## config.mk

```make
export PLATFORM = sky130hd
export DESIGN_NAME = mmio_uart_tx
export DESIGN_NICKNAME = d
export VERILOG_FILES = /design/src/rtl/uart_pkg.sv /design/src/rtl/byte_fifo.sv /design/src/rtl/mmio_uart_tx.sv
export SDC_FILE = /design/constraint.sdc
export NUM_CORES = 1
export LEC_CHECK = 0
export ABC_AREA = 1
export ABC_CLOCK_PERIOD_IN_PS = 4000
export BUFFER_PORTS_ARGS = -buffer_cell sky130_fd_sc_hd__clkbuf_2
export CAP_MARGIN = 5
export CELL_PAD_IN_SITES_DETAIL_PLACEMENT = 2
export CELL_PAD_IN_SITES_GLOBAL_PLACEMENT = 2
export CORE_MARGIN = 1.5
export CORE_UTILIZATION = 38
export CTS_BUF_LIST = sky130_fd_sc_hd__clkbuf_16
export DETAILED_ROUTE_END_ITERATION = 7
export PLACE_DENSITY = 0.77
export SYNTH_ARGS = -nofsm -noshare
export SYNTH_HDL_FRONTEND = slang
export SYNTH_SLANG_ARGS = --single-unit
```

## constraint.sdc

```tcl
create_clock -name clk -period 4 [get_ports clk]
set_input_delay 1.2 -clock clk [delete_from_list [all_inputs] [get_ports clk]]
set_output_delay 1.2 -clock clk [all_outputs]
set_load 0.02 [all_outputs]
```

## src/rtl/uart_pkg.sv

```systemverilog
// Shared types and default constants for the memory-mapped UART transmitter.
package uart_pkg;

  typedef enum logic [1:0] {
    IDLE  = 2'd0,
    START = 2'd1,
    DATA  = 2'd2,
    STOP  = 2'd3
  } uart_tx_state_t;

  localparam logic [31:0] UART_TX_ADDR_DEFAULT      = 32'h0000_FFF0;
  localparam int          UART_CLKS_PER_BIT_DEFAULT = 434;
  localparam int          UART_FIFO_DEPTH_DEFAULT   = 16;

endpackage

```

## src/rtl/byte_fifo.sv

```systemverilog
// Byte FIFO with combinational head read; a push while full is taken only
// when a pop happens in the same cycle.
module byte_fifo #(
  parameter  int DEPTH = 16,
  localparam int PTR_W = $clog2(DEPTH)
) (
  input  logic             clk,
  input  logic             reset,
  input  logic             push,
  input  logic             pop,
  input  logic [7:0]       push_data,
  output logic [7:0]       head_data,
  output logic             full,
  output logic             empty,
  output logic [PTR_W:0]   count
);

  logic [7:0]       mem_q [DEPTH];
  logic [PTR_W-1:0] wr_ptr_q;
  logic [PTR_W-1:0] rd_ptr_q;
  logic [PTR_W:0]   count_q;
  logic             push_ok;
  logic             pop_ok;

  assign full      = (count_q == (PTR_W+1)'(DEPTH));
  assign empty     = (count_q == '0);
  assign count     = count_q;
  assign head_data = mem_q[rd_ptr_q];

  assign pop_ok  = pop && !empty;
  assign push_ok = push && (!full || pop_ok);

  always_ff @(posedge clk) begin
    if (reset) begin
      wr_ptr_q <= '0;
      rd_ptr_q <= '0;
      count_q  <= '0;
    end else begin
      if (push_ok) wr_ptr_q <= wr_ptr_q + PTR_W'(1);
      if (pop_ok)  rd_ptr_q <= rd_ptr_q + PTR_W'(1);
      case ({push_ok, pop_ok})
        2'b10:   count_q <= count_q + (PTR_W+1)'(1);
        2'b01:   count_q <= count_q - (PTR_W+1)'(1);
        default: count_q <= count_q;
      endcase
    end
  end

  // Storage has no reset so it can map onto RAM resources.
  always_ff @(posedge clk) begin
    if (push_ok && !reset) mem_q[wr_ptr_q] <= push_data;
  end

endmodule

```

## src/rtl/mmio_uart_tx.sv

```systemverilog
// Memory-mapped 8N1 UART transmitter fed by CPU byte stores to TX_ADDR.
// Define MMIO_UART_TX_DROP_CNT_EN to add the saturating dropped_count output.
module mmio_uart_tx
  import uart_pkg::*;
#(
  parameter logic [31:0] TX_ADDR      = UART_TX_ADDR_DEFAULT,
  parameter int          CLKS_PER_BIT = UART_CLKS_PER_BIT_DEFAULT,
  parameter int          FIFO_DEPTH   = UART_FIFO_DEPTH_DEFAULT
) (
  input  logic        clk,
  input  logic        reset,
  input  logic        data_write,
  input  logic [7:0]  data,
  input  logic [31:0] data_address,
  output logic        tx,
  output logic        busy,
  output logic        fifo_full
`ifdef MMIO_UART_TX_DROP_CNT_EN
  ,
  output logic [15:0] dropped_count
`endif
);

  localparam int BAUD_W = $clog2(CLKS_PER_BIT);
  localparam int PTR_W  = $clog2(FIFO_DEPTH);
  localparam logic [BAUD_W-1:0] BAUD_RELOAD = BAUD_W'(CLKS_PER_BIT - 1);

  uart_tx_state_t    state_q, state_d;
  logic [BAUD_W-1:0] baud_q, baud_d;
  logic [2:0]        idx_q, idx_d;
  logic [7:0]        shift_q, shift_d;
  logic              tx_q, tx_d;
  logic              busy_d;
  logic              push;
  logic              pop;
  logic              fifo_empty;
  logic              fifo_full_w;
  logic [7:0]        head_data;
  logic [PTR_W:0]    fifo_count;

  assign push = data_write && (data_address == TX_ADDR);

  byte_fifo #(.DEPTH(FIFO_DEPTH)) u_fifo (
    .clk       (clk),
    .reset     (reset),
    .push      (push),
    .pop       (pop),
    .push_data (data),
    .head_data (head_data),
    .full      (fifo_full_w),
    .empty     (fifo_empty),
    .count     (fifo_count)
  );

  always_ff @(posedge clk) begin
    if (reset) begin
      state_q <= IDLE;
      baud_q  <= '0;
      idx_q   <= '0;
      shift_q <= '0;
      tx_q    <= 1'b1;
    end else begin
      state_q <= state_d;
      baud_q  <= baud_d;
      idx_q   <= idx_d;
      shift_q <= shift_d;
      tx_q    <= tx_d;
    end
  end

  always_comb begin
    state_d = state_q;
    baud_d  = baud_q;
    idx_d   = idx_q;
    shift_d = shift_q;
    pop     = 1'b0;
    case (state_q)
      IDLE: begin
        if (!fifo_empty) begin
          pop     = 1'b1;
          shift_d = head_data;
          baud_d  = BAUD_RELOAD;
          state_d = START;
        end
      end
      START: begin
        if (baud_q == '0) begin
          baud_d  = BAUD_RELOAD;
          idx_d   = 3'd0;
          state_d = DATA;
        end else begin
          baud_d = baud_q - BAUD_W'(1);
        end
      end
      DATA: begin
        if (baud_q == '0) begin
          baud_d  = BAUD_RELOAD;
          shift_d = shift_q >> 1;
          idx_d   = idx_q + 3'd1;
          if (idx_q == 3'd7) state_d = STOP;
        end else begin
          baud_d = baud_q - BAUD_W'(1);
        end
      end
      STOP: begin
        if (baud_q == '0) begin
          // Chain straight into the next start bit when more data is queued.
          if (!fifo_empty) begin
            pop     = 1'b1;
            shift_d = head_data;
            baud_d  = BAUD_RELOAD;
            state_d = START;
          end else begin
            state_d = IDLE;
          end
        end else begin
          baud_d = baud_q - BAUD_W'(1);
        end
      end
      default: state_d = IDLE;
    endcase
  end

  always_comb begin
    tx_d = 1'b1;
    case (state_d)
      START:   tx_d = 1'b0;
      DATA:    tx_d = shift_d[0];
      default: tx_d = 1'b1;
    endcase
    busy_d = (state_q != IDLE) || (fifo_count != '0);
  end

  assign tx        = tx_q;
  assign busy      = busy_d;
  assign fifo_full = fifo_full_w;

`ifdef MMIO_UART_TX_DROP_CNT_EN
  logic        drop;
  logic [15:0] drop_cnt_q;

  assign drop = push && fifo_full_w && !pop;

  always_ff @(posedge clk) begin
    if (reset) begin
      drop_cnt_q <= '0;
    end else if (drop && (drop_cnt_q != 16'hFFFF)) begin
      drop_cnt_q <= drop_cnt_q + 16'd1;
    end
  end

  assign dropped_count = drop_cnt_q;
`endif

endmodule

```

==> results of run 1 <==
-- area by class of cell --
cell class	count	area, µm²	share of cell area
timing repair buffer	65	375	0.0413
tap	270	338	0.0371
inverter	98	368	0.0405
multi-input combinational	573	2800	0.308
sequential	168	4650	0.511
clock buffer	17	425	0.0468
clock inverter	15	138	0.0151
-- power groups by stage --
stage | clock network, mW | logic [mW] | registers, mW
floorplan | 0 | 1.44 | 2.10
global placement | 0 | 1.90 | 2.11
detailed placement | 0 | 2.04 | 2.13
CTS | 1.63 | 2.10 | 2.09
global route | 1.70 | 2.33 | 2.11
finish | 1.62 | 2.06 | 2.09
-- per-stage QoR --
| step | total power [mW] | hold WS, ns | setup WS (ns) | util |
|---|---|---|---|---|
| 2_1_floorplan | 3.54 | 0.430 | 0.707 | - |
| 3_3_place_gp | 4.02 | 0.444 | 0.533 | 0.418 |
| 3_5_place_dp | 4.17 | 0.464 | 0.290 | 0.418 |
| 4_1_cts | 5.82 | 0.494 | 0.737 | 0.445 |
| 5_1_grt | 6.14 | 0.505 | 0.392 | 0.445 |
| 6_report | 5.77 | 0.492 | 0.763 | 0.445 |
-- critical path, cell delays in order (launching register included) --
cell	delay, ns
dfxtp_1	0.33
inv_1	0.14
ha_1	0.24
nand3_2	0.12
nor2_4	0.27
a21oi_4	0.18
nor3_2	0.41
ha_1	0.31
inv_1	0.11
fa_1	0.42
nor2_1	0.14
a211oi_1	0.07
nand2_1	0.07
nand2_1	0.06
o21ai_0	0.17
nand2_1	0.07
nor2_1	0.09
-- sequential cells by signal, indices dropped and copies added, names as in the netlist, named ones only --
signal and flops:
baud_q 9, idx_q 3, shift_q 8, state_q 2
tx 1, u_fifo.count 5, u_fifo.mem_q 128, u_fifo.rd_ptr_q 4
u_fifo.wr_ptr_q 4
-- worst paths after layout --
path                                         to  slack [ns]  cells past startpoint
worst max-delay path            u_fifo.count[4]        0.76                     16
worst min-delay path            u_fifo.count[0]        0.49                      1
worst max register to register  u_fifo.count[4]        0.76                     16
worst min register to register  u_fifo.count[0]        0.49                      1
-- layer usage --
| layer | share of wire | track usage |
|---|---|---|
| met1 | 0.42 | 0.295 |
| met2 | 0.52 | 0.429 |
| met3 | 0.036 | 0.0460 |
| met4 | 0.019 | 0.0710 |
| met5 | 0 | 0 |
-- cell usage in the layout (no fill, tap or decap), types with 20 or more instances in the layout --
| cell | count |
|---|---|
| nor2_1 | 84 |
| nand3_1 | 98 |
| nand2_1 | 258 |
| o21ai_0 | 29 |
| dfxtp_1 | 39 |
| buf_4 | 20 |
| edfxtp_1 | 128 |
| clkbuf_2 | 45 |
| a21oi_1 | 25 |
| inv_1 | 96 |
-- kinds of logic (layout without fill, tap and decap cells) --
group	after synthesis	count (layout)
simple gates	474	474
flops	168	168
buf+inv	130	195
compound gates	72	72
fa+ha+maj	19	19
xor+xnor	8	8
==> impl_metrics.json, run 1 <==
{
  "status": "finished, final reports clean",
  "hp-start": "u_fifo.count[0]",
  "io_buffers": 45,
  "die_w_um": 148,
  "clock_latency_ns": 0.45,
  "p_per_area_nw_per_um2": 634,
  "switching_power_mw": 2.35,
  "slew_viol_final": 0,
  "clkPwrFrac": 0.280,
  "core_area_um2": 20400,
  "leakagePower_nw": 3.79,
  "ys_seq_area_frac": 0.583,
  "combPwrFrac": 0.358,
  "synth_most_common_cell": "nand2_1",
  "fill_cells": 2244,
  "syn_area_per_cell_um2": 9.14,
  "drc_errors": 0,
  "syn_to_final_growth_pct": 14.2,
  "overflow": 0,
  "cts_sinks": 168,
  "synth-main-ff-cell": "edfxtp_1",
  "synth_xor_area_frac": 0.00880,
  "yosys-mux-area-fraction": 0,
  "grt_pass1_vias": 7071,
  "synth_top_area_frac": 0.483,
  "max_freq_ghz": 0.309,
  "synth_fa_ha_area_frac": 0.0308,
  "antenna_found_initial": 0,
  "fin_area_um2": 9090,
  "cts_tree": "built",
  "switching_share": 0.407,
  "antennaDiodeCount": 0,
  "placed_cells": 1174,
  "vdd_ir_drop_max_mv": 0.312,
  "worstMarginPinSlew_ns": 1.18,
  "synthTopCellsByCount": "258 x nand2_1, 128 x edfxtp_1, 98 x nand3_1",
  "synth-compound-area-share": 0.0526,
  "dr.pass1.iters": 4,
  "ctsHoldBuffers": 0,
  "cap_violations": 0,
  "htreeDepth": 4,
  "worst_setup_path_end_kind": "register",
  "crit_start": "baud_q[0]",
  "p_int_mw": 3.42,
  "final_cells": 1206,
  "syn_inst": 871,
  "final.period_utilization": 0.809,
  "placed_area_um2": 8530,
  "yosys_register_bits": 168,
  "synth_top_family_by_area": "simple AND/OR/NAND/NOR gates",
  "initial_core_util": 0.390,
  "finalCriticalPeriod_ns": 3.24,
  "cts.path.max_buffers": 2,
  "dpl.hpwl_um": 15700,
  "cts_root_buf": "clkbuf_16",
  "synth_area_leaders": "edfxtp_1 48%, nand2_1 12%, dfxtp_1 10%, nand3_1 6.2%, inv_1 4.5%",
  "track_usage": 0.241,
  "path_clk_slew_ns": 0.07,
  "grt_pass1_wl_um": 39600,
  "grt_max_degree": 65,
  "synth_nets": 933,
  "die_y_um": 148,
  "nNetsFinal": 985,
  "fin_tns_setup_ns": 0,
  "ys_warn_count": 0,
  "wl_per_cell_um": 20.5,
  "wl_um": 24700,
  "first_iter_violations": 310,
  "io_pins": 46,
  "start_kind": "register",
  "synth_area_um2": 7970,
  "critical_path_required_ns": 4.39,
  "slew_headroom": 0.215,
  "pwr-share-seq": 0.362,
  "path_class": "register to register",
  "setup_viol": 0,
  "dieArea_um2": 21800,
  "async_flop_share": 0,
  "cts_setup_buffers": 0,
  "synth_cell_types": 42,
  "rsz0062_at_grt": "false",
  "detail-route-antenna-nets": 0,
  "vias": 6285,
  "synth_edf_count": 128,
  "cts.repair.resized": 0,
  "cp_max_fo": 11,
  "layout-drive-gt1-share": 0.132,
  "via_per_inst": 5.21,
  "num_rows": 52,
  "hold_viol_final": 0,
  "synthSimpleGateAreaFrac": 0.260,
  "synth_top_cell_by_area": "edfxtp_1",
  "cp.arrival_ns": 3.63,
  "rr_startpoint": "baud_q[0]",
  "cts_buffers": 17,
  "gp_congestion": 0.755,
  "min_path_type": "register to register",
  "skew_ns": 0.0115
}
No activity file was read; power rests on OpenSTA's default activity.
==> run 2, diff against run 1 <==
--- a/config.mk
+++ b/config.mk
@@ -6,16 +6,16 @@
 export NUM_CORES = 1
 export LEC_CHECK = 0
 export ABC_AREA = 1
-export ABC_CLOCK_PERIOD_IN_PS = 4000
+export ABC_CLOCK_PERIOD_IN_PS = 2600
 export BUFFER_PORTS_ARGS = -buffer_cell sky130_fd_sc_hd__clkbuf_2
 export CAP_MARGIN = 5
 export CELL_PAD_IN_SITES_DETAIL_PLACEMENT = 2
 export CELL_PAD_IN_SITES_GLOBAL_PLACEMENT = 2
 export CORE_MARGIN = 1.5
-export CORE_UTILIZATION = 38
+export CORE_UTILIZATION = 35
 export CTS_BUF_LIST = sky130_fd_sc_hd__clkbuf_16
 export DETAILED_ROUTE_END_ITERATION = 7
-export PLACE_DENSITY = 0.77
+export PLACE_DENSITY = 0.74
 export SYNTH_ARGS = -nofsm -noshare
 export SYNTH_HDL_FRONTEND = slang
 export SYNTH_SLANG_ARGS = --single-unit
==> constraint.sdc (replaced) <==
create_clock -name clk -period 2.6 [get_ports clk]
set_input_delay 0.78 -clock clk [delete_from_list [all_inputs] [get_ports clk]]
set_output_delay 0.78 -clock clk [all_outputs]
set_load 0.02 [all_outputs]
==> run 2 against run 1 <==
Sequential share of layout area fell by 3.3 points. Utilization fell by 1.2 points. Register-to-register slack worse by 0.68 ns. Sequential power increased by 55%. Die area grew 8.4%. Final area grew 7.1%. Sequential cell count unchanged. Combinational power is 93% higher. Worst hold slack got worse by 0.027 ns. Critical path type unchanged.
==> impl_metrics.json, run 2 (synthesis gave the netlist of run 1 again) <==
{
  "core_area_um2": 22500,
  "hold_viol_final": 0,
  "drc_errors": 0,
  "layout-drive-gt1-share": 0.207,
  "dpl.hpwl_um": 16800,
  "path_class": "register to register",
  "cap_violations": 0,
  "slew_viol_final": 0,
  "fill_cells": 2438,
  "vias": 6442,
  "critPathMostFrequentCell": "ha_4",
  "grt_pass1_wl_um": 39600,
  "power_mw": 9.81,
  "pre_cts_slack_ns": -0.422,
  "cts_sinks": 168,
  "grt_max_degree": 65,
  "whs_ns": 0.465,
  "worst_setup_path_end_kind": "register",
  "clock_latency_ns": 0.44,
  "path_clk_slew_ns": 0.07,
  "initial_core_util": 0.354,
  "critical_path.cell_chain": "inv_2, ha_4, nand3_4, nor2_4, a21oi_4, buf_12, nor2_4, nand2_4, nand2_8, nand2_4, ha_4, ha_4, nand2_2, nor2_2, a211oi_2, nor2_1, nor3_2, nor2_1",
  "grt_pass1_vias": 7291,
  "cts_buffers": 17,
  "cts_root_buf": "clkbuf_16",
  "setup_viol": 0,
  "slowest_delay_ns": 0.33,
  "antennaDiodeCount": 0,
  "final.period_utilization": 0.969,
  "via_per_inst": 5.08,
  "overflow": 0,
  "reg.largest.list": "u_fifo.mem_q: 128 flops, baud_q: 9 flops, shift_q: 8 flops",
  "num_rows": 55,
  "final_common_cell": "nand2_1",
  "min_path_type": "register to register",
  "slowest_stage": "dfxtp_2",
  "largest_register": "u_fifo.mem_q",
  "io_pins": 46,
  "syn_to_final_growth_pct": 22.3,
  "critical_path_required_ns": 2.93,
  "largest_register_ffs": 128,
  "cp_max_fo": 4,
  "detail-route-antenna-nets": 0,
  "finalCriticalPeriod_ns": 2.52,
  "rsz0062_at_grt": "true",
  "nNetsFinal": 1031,
  "fin_ws_ns": 0.0812,
  "die_w_um": 154,
  "cts.path.max_buffers": 2,
  "status": "finished, final reports clean",
  "gp_congestion": 0.748,
  "slew_headroom": 0.552,
  "skew_ns": 0.0131,
  "max_freq_ghz": 0.397,
  "dr.pass1.iters": 4,
  "track_usage": 0.220,
  "htreeDepth": 4,
  "cp.arrival_ns": 2.85,
  "cts_tree": "built",
  "leakagePower_nw": 4.10,
  "die_y_um": 154,
  "io_buffers": 45,
  "antenna_found_initial": 0,
  "start_kind": "register",
  "final_cell_mix": "252 x nand2_1, 128 x edfxtp_1, 98 x nand3_1",
  "vdd_ir_drop_max_mv": 0.762,
  "p_per_area_nw_per_um2": 1010,
  "worstMarginPinSlew_ns": 0.672,
  "dieArea_um2": 23700,
  "wl_um": 25000,
  "wl_per_cell_um": 19.7,
  "first_iter_violations": 298
}
run 2: cell count changes in the layout (fill, tap and decap cells not counted), sizes merged:
cell      before  now
clkinv         4   10
clkinvlp       4    0
bufinv         0    1
buf           20   66
inv          105  102
run 2: final cells by class:
| class | count | area, µm² | share of cell area |
|---|---|---|---|
| Multi-Input combinational cell | 573 | 2990 | 0.307 |
| Sequential cell | 168 | 4650 | 0.478 |
| Tap cell | 285 | 357 | 0.0366 |
| Clock inverter | 15 | 184 | 0.0189 |
| Inverter | 98 | 370 | 0.0380 |
| Timing Repair Buffer | 111 | 762 | 0.0782 |
| Clock buffer | 17 | 425 | 0.0437 |
run 2: worst paths after layout:
path              slack [ns]  depth (start not counted)         endpoint  startpoint
hold / removal          0.47                          1         idx_q[0]    idx_q[0]
hold reg to reg         0.47                          1         idx_q[0]    idx_q[0]
setup reg to reg        0.08                         18  u_fifo.count[4]   baud_q[0]
setup / recovery        0.08                         18  u_fifo.count[4]   baud_q[0]
run 2: report_power, final:
part	switching, mW	total (mW)	internal (mW)
Combinational	2.48	3.98	1.50
Sequential	0.164	3.23	3.07
Clock	1.21	2.59	1.38
run 2: layer usage:
| layer | track usage | share of wire | routed length, µm |
|---|---|---|---|
| met3 | 0.0290 | 0.024 | 600 |
| met1 | 0.266 | 0.43 | 10700 |
| met2 | 0.402 | 0.53 | 13200 |
| met5 | 0 | 0 | 0 |
| met4 | 0.0754 | 0.018 | 442 |
run 2: stage by stage:
stage	setup TNS, ns	area (µm²)	std cells	util
detailed placement	-13.36	8960	1228	0.398
global placement	-10.99	8960	1228	0.398
global route	-0.165	9740	1267	0.433
finish	0	9740	1267	0.433
floorplan	-0.184	8060	871	-
CTS	-0.0102	9650	1264	0.429
run 2: timing repair:
action                                  CTS  global route
endpoints found under the hold margin     0             0
setup buffers                             4             3
pin swaps                                10            17
hold buffers                              0             0
gates resized for setup                  15            18
endpoints found under the setup margin    2             3
run 2: worst max-delay path, delay by kind of cell (launching register included):
kind / cells / cell delay (ns)
AND/OR/NAND/NOR: 11 / 0.98
adder cells (fa/ha/maj): 3 / 0.59
flip-flops: 1 / 0.33
AO/OA/AOI/OAI: 2 / 0.31
buffers and inverters: 2 / 0.20
==> run 3, diff against run 2 <==
--- a/config.mk
+++ b/config.mk
@@ -9,10 +9,8 @@
 export ABC_CLOCK_PERIOD_IN_PS = 2600
 export BUFFER_PORTS_ARGS = -buffer_cell sky130_fd_sc_hd__clkbuf_2
 export CAP_MARGIN = 5
-export CELL_PAD_IN_SITES_DETAIL_PLACEMENT = 2
-export CELL_PAD_IN_SITES_GLOBAL_PLACEMENT = 2
 export CORE_MARGIN = 1.5
-export CORE_UTILIZATION = 35
+export CORE_UTILIZATION = 55
 export CTS_BUF_LIST = sky130_fd_sc_hd__clkbuf_16
 export DETAILED_ROUTE_END_ITERATION = 7
 export PLACE_DENSITY = 0.74
==> run 3 against run 2 <==
Utilization up 24 points. Power down 7.2%. Non-clock buffer count down 9. Sequential share of layout area up 1.5 points. Highest routed layer unchanged.
==> impl_metrics.json, run 3 (synthesis gave the netlist of run 1 again) <==
{
  "status": "finished, final reports clean",
  "gp_congestion": 0.797,
  "cts_buffers": 17,
  "grt_max_degree": 53,
  "reg2reg_depth": 15,
  "die_y_um": 123,
  "dpl.hpwl_um": 11500,
  "path_class": "register to register",
  "leakagePower_nw": 4.02,
  "max_freq_ghz": 0.398,
  "hp-start": "idx_q[1]",
  "initial_core_util": 0.569,
  "wl_um": 18100,
  "worst_setup_path_end_kind": "register",
  "slew_headroom": 0.605,
  "antenna_found_initial": 0,
  "via_per_inst": 5.33,
  "grt_pass1_vias": 5951,
  "min_to": "idx_q[1]",
  "fill_cells": 1095,
  "critical_path_required_ns": 2.92,
  "skew_ns": 0.0124,
  "ctsHoldBuffers": 0,
  "rsz0062_at_grt": "true",
  "r2r-end": "u_fifo.count[4]",
  "whs_path_depth": 2,
  "antennaDiodeCount": 0,
  "hold_viol_final": 0,
  "drc_errors": 0,
  "dr.pass1.iters": 5,
  "first_iter_violations": 561,
  "finalCriticalPeriod_ns": 2.51,
  "clock_latency_ns": 0.43,
  "num_rows": 43,
  "detail-route-antenna-nets": 0,
  "met1_usage": 0.338,
  "die_w_um": 123,
  "cap_violations": 0,
  "pre_cts_slack_ns": -0.307,
  "reg.largest.list": "u_fifo.mem_q: 128 flops, baud_q: 9 flops, shift_q: 8 flops",
  "io_buffers": 45,
  "seq_area_um2": 4650,
  "overflow": 0,
  "nNetsFinal": 1022,
  "cts_root_buf": "clkbuf_16",
  "path_clk_slew_ns": 0.06,
  "cts_sinks": 168,
  "cts.path.max_buffers": 2,
  "layout-drive-gt1-share": 0.192,
  "dieArea_um2": 15200,
  "p_per_area_nw_per_um2": 965,
  "met3_usage": 0.0480,
  "syn_to_final_growth_pct": 18.5,
  "cts_tree": "built",
  "setup_viol": 0,
  "wl_per_cell_um": 15.7,
  "worstMarginPinSlew_ns": 0.592,
  "cp.arrival_ns": 2.83,
  "vias": 6148,
  "min_path_type": "register to register",
  "final.period_utilization": 0.966,
  "io_pins": 46,
  "slew_viol_final": 0,
  "track_usage": 0.258,
  "grt_pass1_wl_um": 29100,
  "gr-usage-met2": 0.423,
  "core_area_um2": 14000,
  "start_kind": "register",
  "htreeDepth": 4,
  "rr_startpoint": "state_q[1]",
  "largest_register_ffs": 128,
  "power_mw": 9.10,
  "multi_input_area_um2": 2970,
  "rrSetupSlack_ns": 0.09,
  "grt-busiest-layer": "met2",
  "final_common_cell": "nand2_1",
  "cp_max_fo": 4,
  "vdd_ir_drop_max_mv": 0.730,
  "fin_ws_ns": 0.0887,
  "final_cell_mix": "253 x nand2_1, 128 x edfxtp_1, 98 x nand3_1",
  "largest_register": "u_fifo.mem_q"
}
==> run 3: cell types whose count changed in the layout (fill, tap and decap cells not counted), sizes merged <==
| cell | previous run | this run |
|---|---|---|
| buf | 66 | 57 |
| clkinv | 10 | 7 |
| clkinvlp | 0 | 2 |
| inv | 102 | 103 |
==> run 3: metal layers <==
metal  up-vias  part of all wire
li1       3044                 -
met1      2807              0.42
met2       267              0.48
met3        30             0.078
met4         0             0.021
met5         -                 0
==> run 3: cell type report <==
class	count	area share
sequential	168	0.493
timing repair buffer	102	0.0719
clock inverter	15	0.0130
tap	180	0.0239
inverter	98	0.0390
clock buffer	17	0.0451
multi-input combinational	573	0.314
==> run 3: metrics by stage <==
stage	hold slack [ns]	instance area [µm²]	utilization	setup TNS [ns]	instances
CTS	0.468	9360	0.669	0	1153
detailed placement	0.455	8780	0.627	-6.63	1118
global placement	0.445	8780	0.627	-0.892	1118
global route	0.496	9440	0.675	-0.0725	1153
floorplan	0.430	8060	-	-0.184	871
finish	0.469	9440	0.675	0	1153
==> run 3: power by group <==
part / internal, mW / leakage, nW / total, mW / switching (mW)
logic: 1.39 / 2.27 / 3.52 / 2.13
clock network: 1.32 / 0.265 / 2.37 / 1.05
registers: 3.07 / 1.48 / 3.22 / 0.149
total: 5.78 / 4.02 / 9.10 / 3.33
==> run 3: how the worst max path moves through the flow <==
stage	start	cells past startpoint	end	slack, ns
6_report	state_q[1]	15	u_fifo.count[4]	0.09
5_1_grt	baud_q[1]	20	u_fifo.count[4]	-0.07
4_1_cts	baud_q[1]	19	u_fifo.count[4]	0.02
3_5_place_dp	data_address[21]	17	u_fifo.count[4]	-0.31
3_3_place_gp	data_address[21]	17	u_fifo.count[4]	-0.22
2_1_floorplan	data_address[21]	15	u_fifo.count[4]	-0.10
==> run 3: worst max-delay path: stages (launching register included) <==
cell      delay [ns]
dfxtp_1         0.36
inv_1           0.10
ha_1            0.24
a21oi_4         0.19
buf_4           0.14
nor3_2          0.03
buf_4           0.15
ha_4            0.17
buf_12          0.13
ha_4            0.22
nand2_2         0.07
nor2_2          0.03
a211oi_2        0.22
nor2_1          0.09
nor3_1          0.19
nor2_1          0.07
==> run 3: timing repair <==
action | CTS | global route
setup endpoints to repair | 1 | 3
pin swaps | 2 | 12
setup buffers | 3 | 0
gates resized for setup | 0 | 24
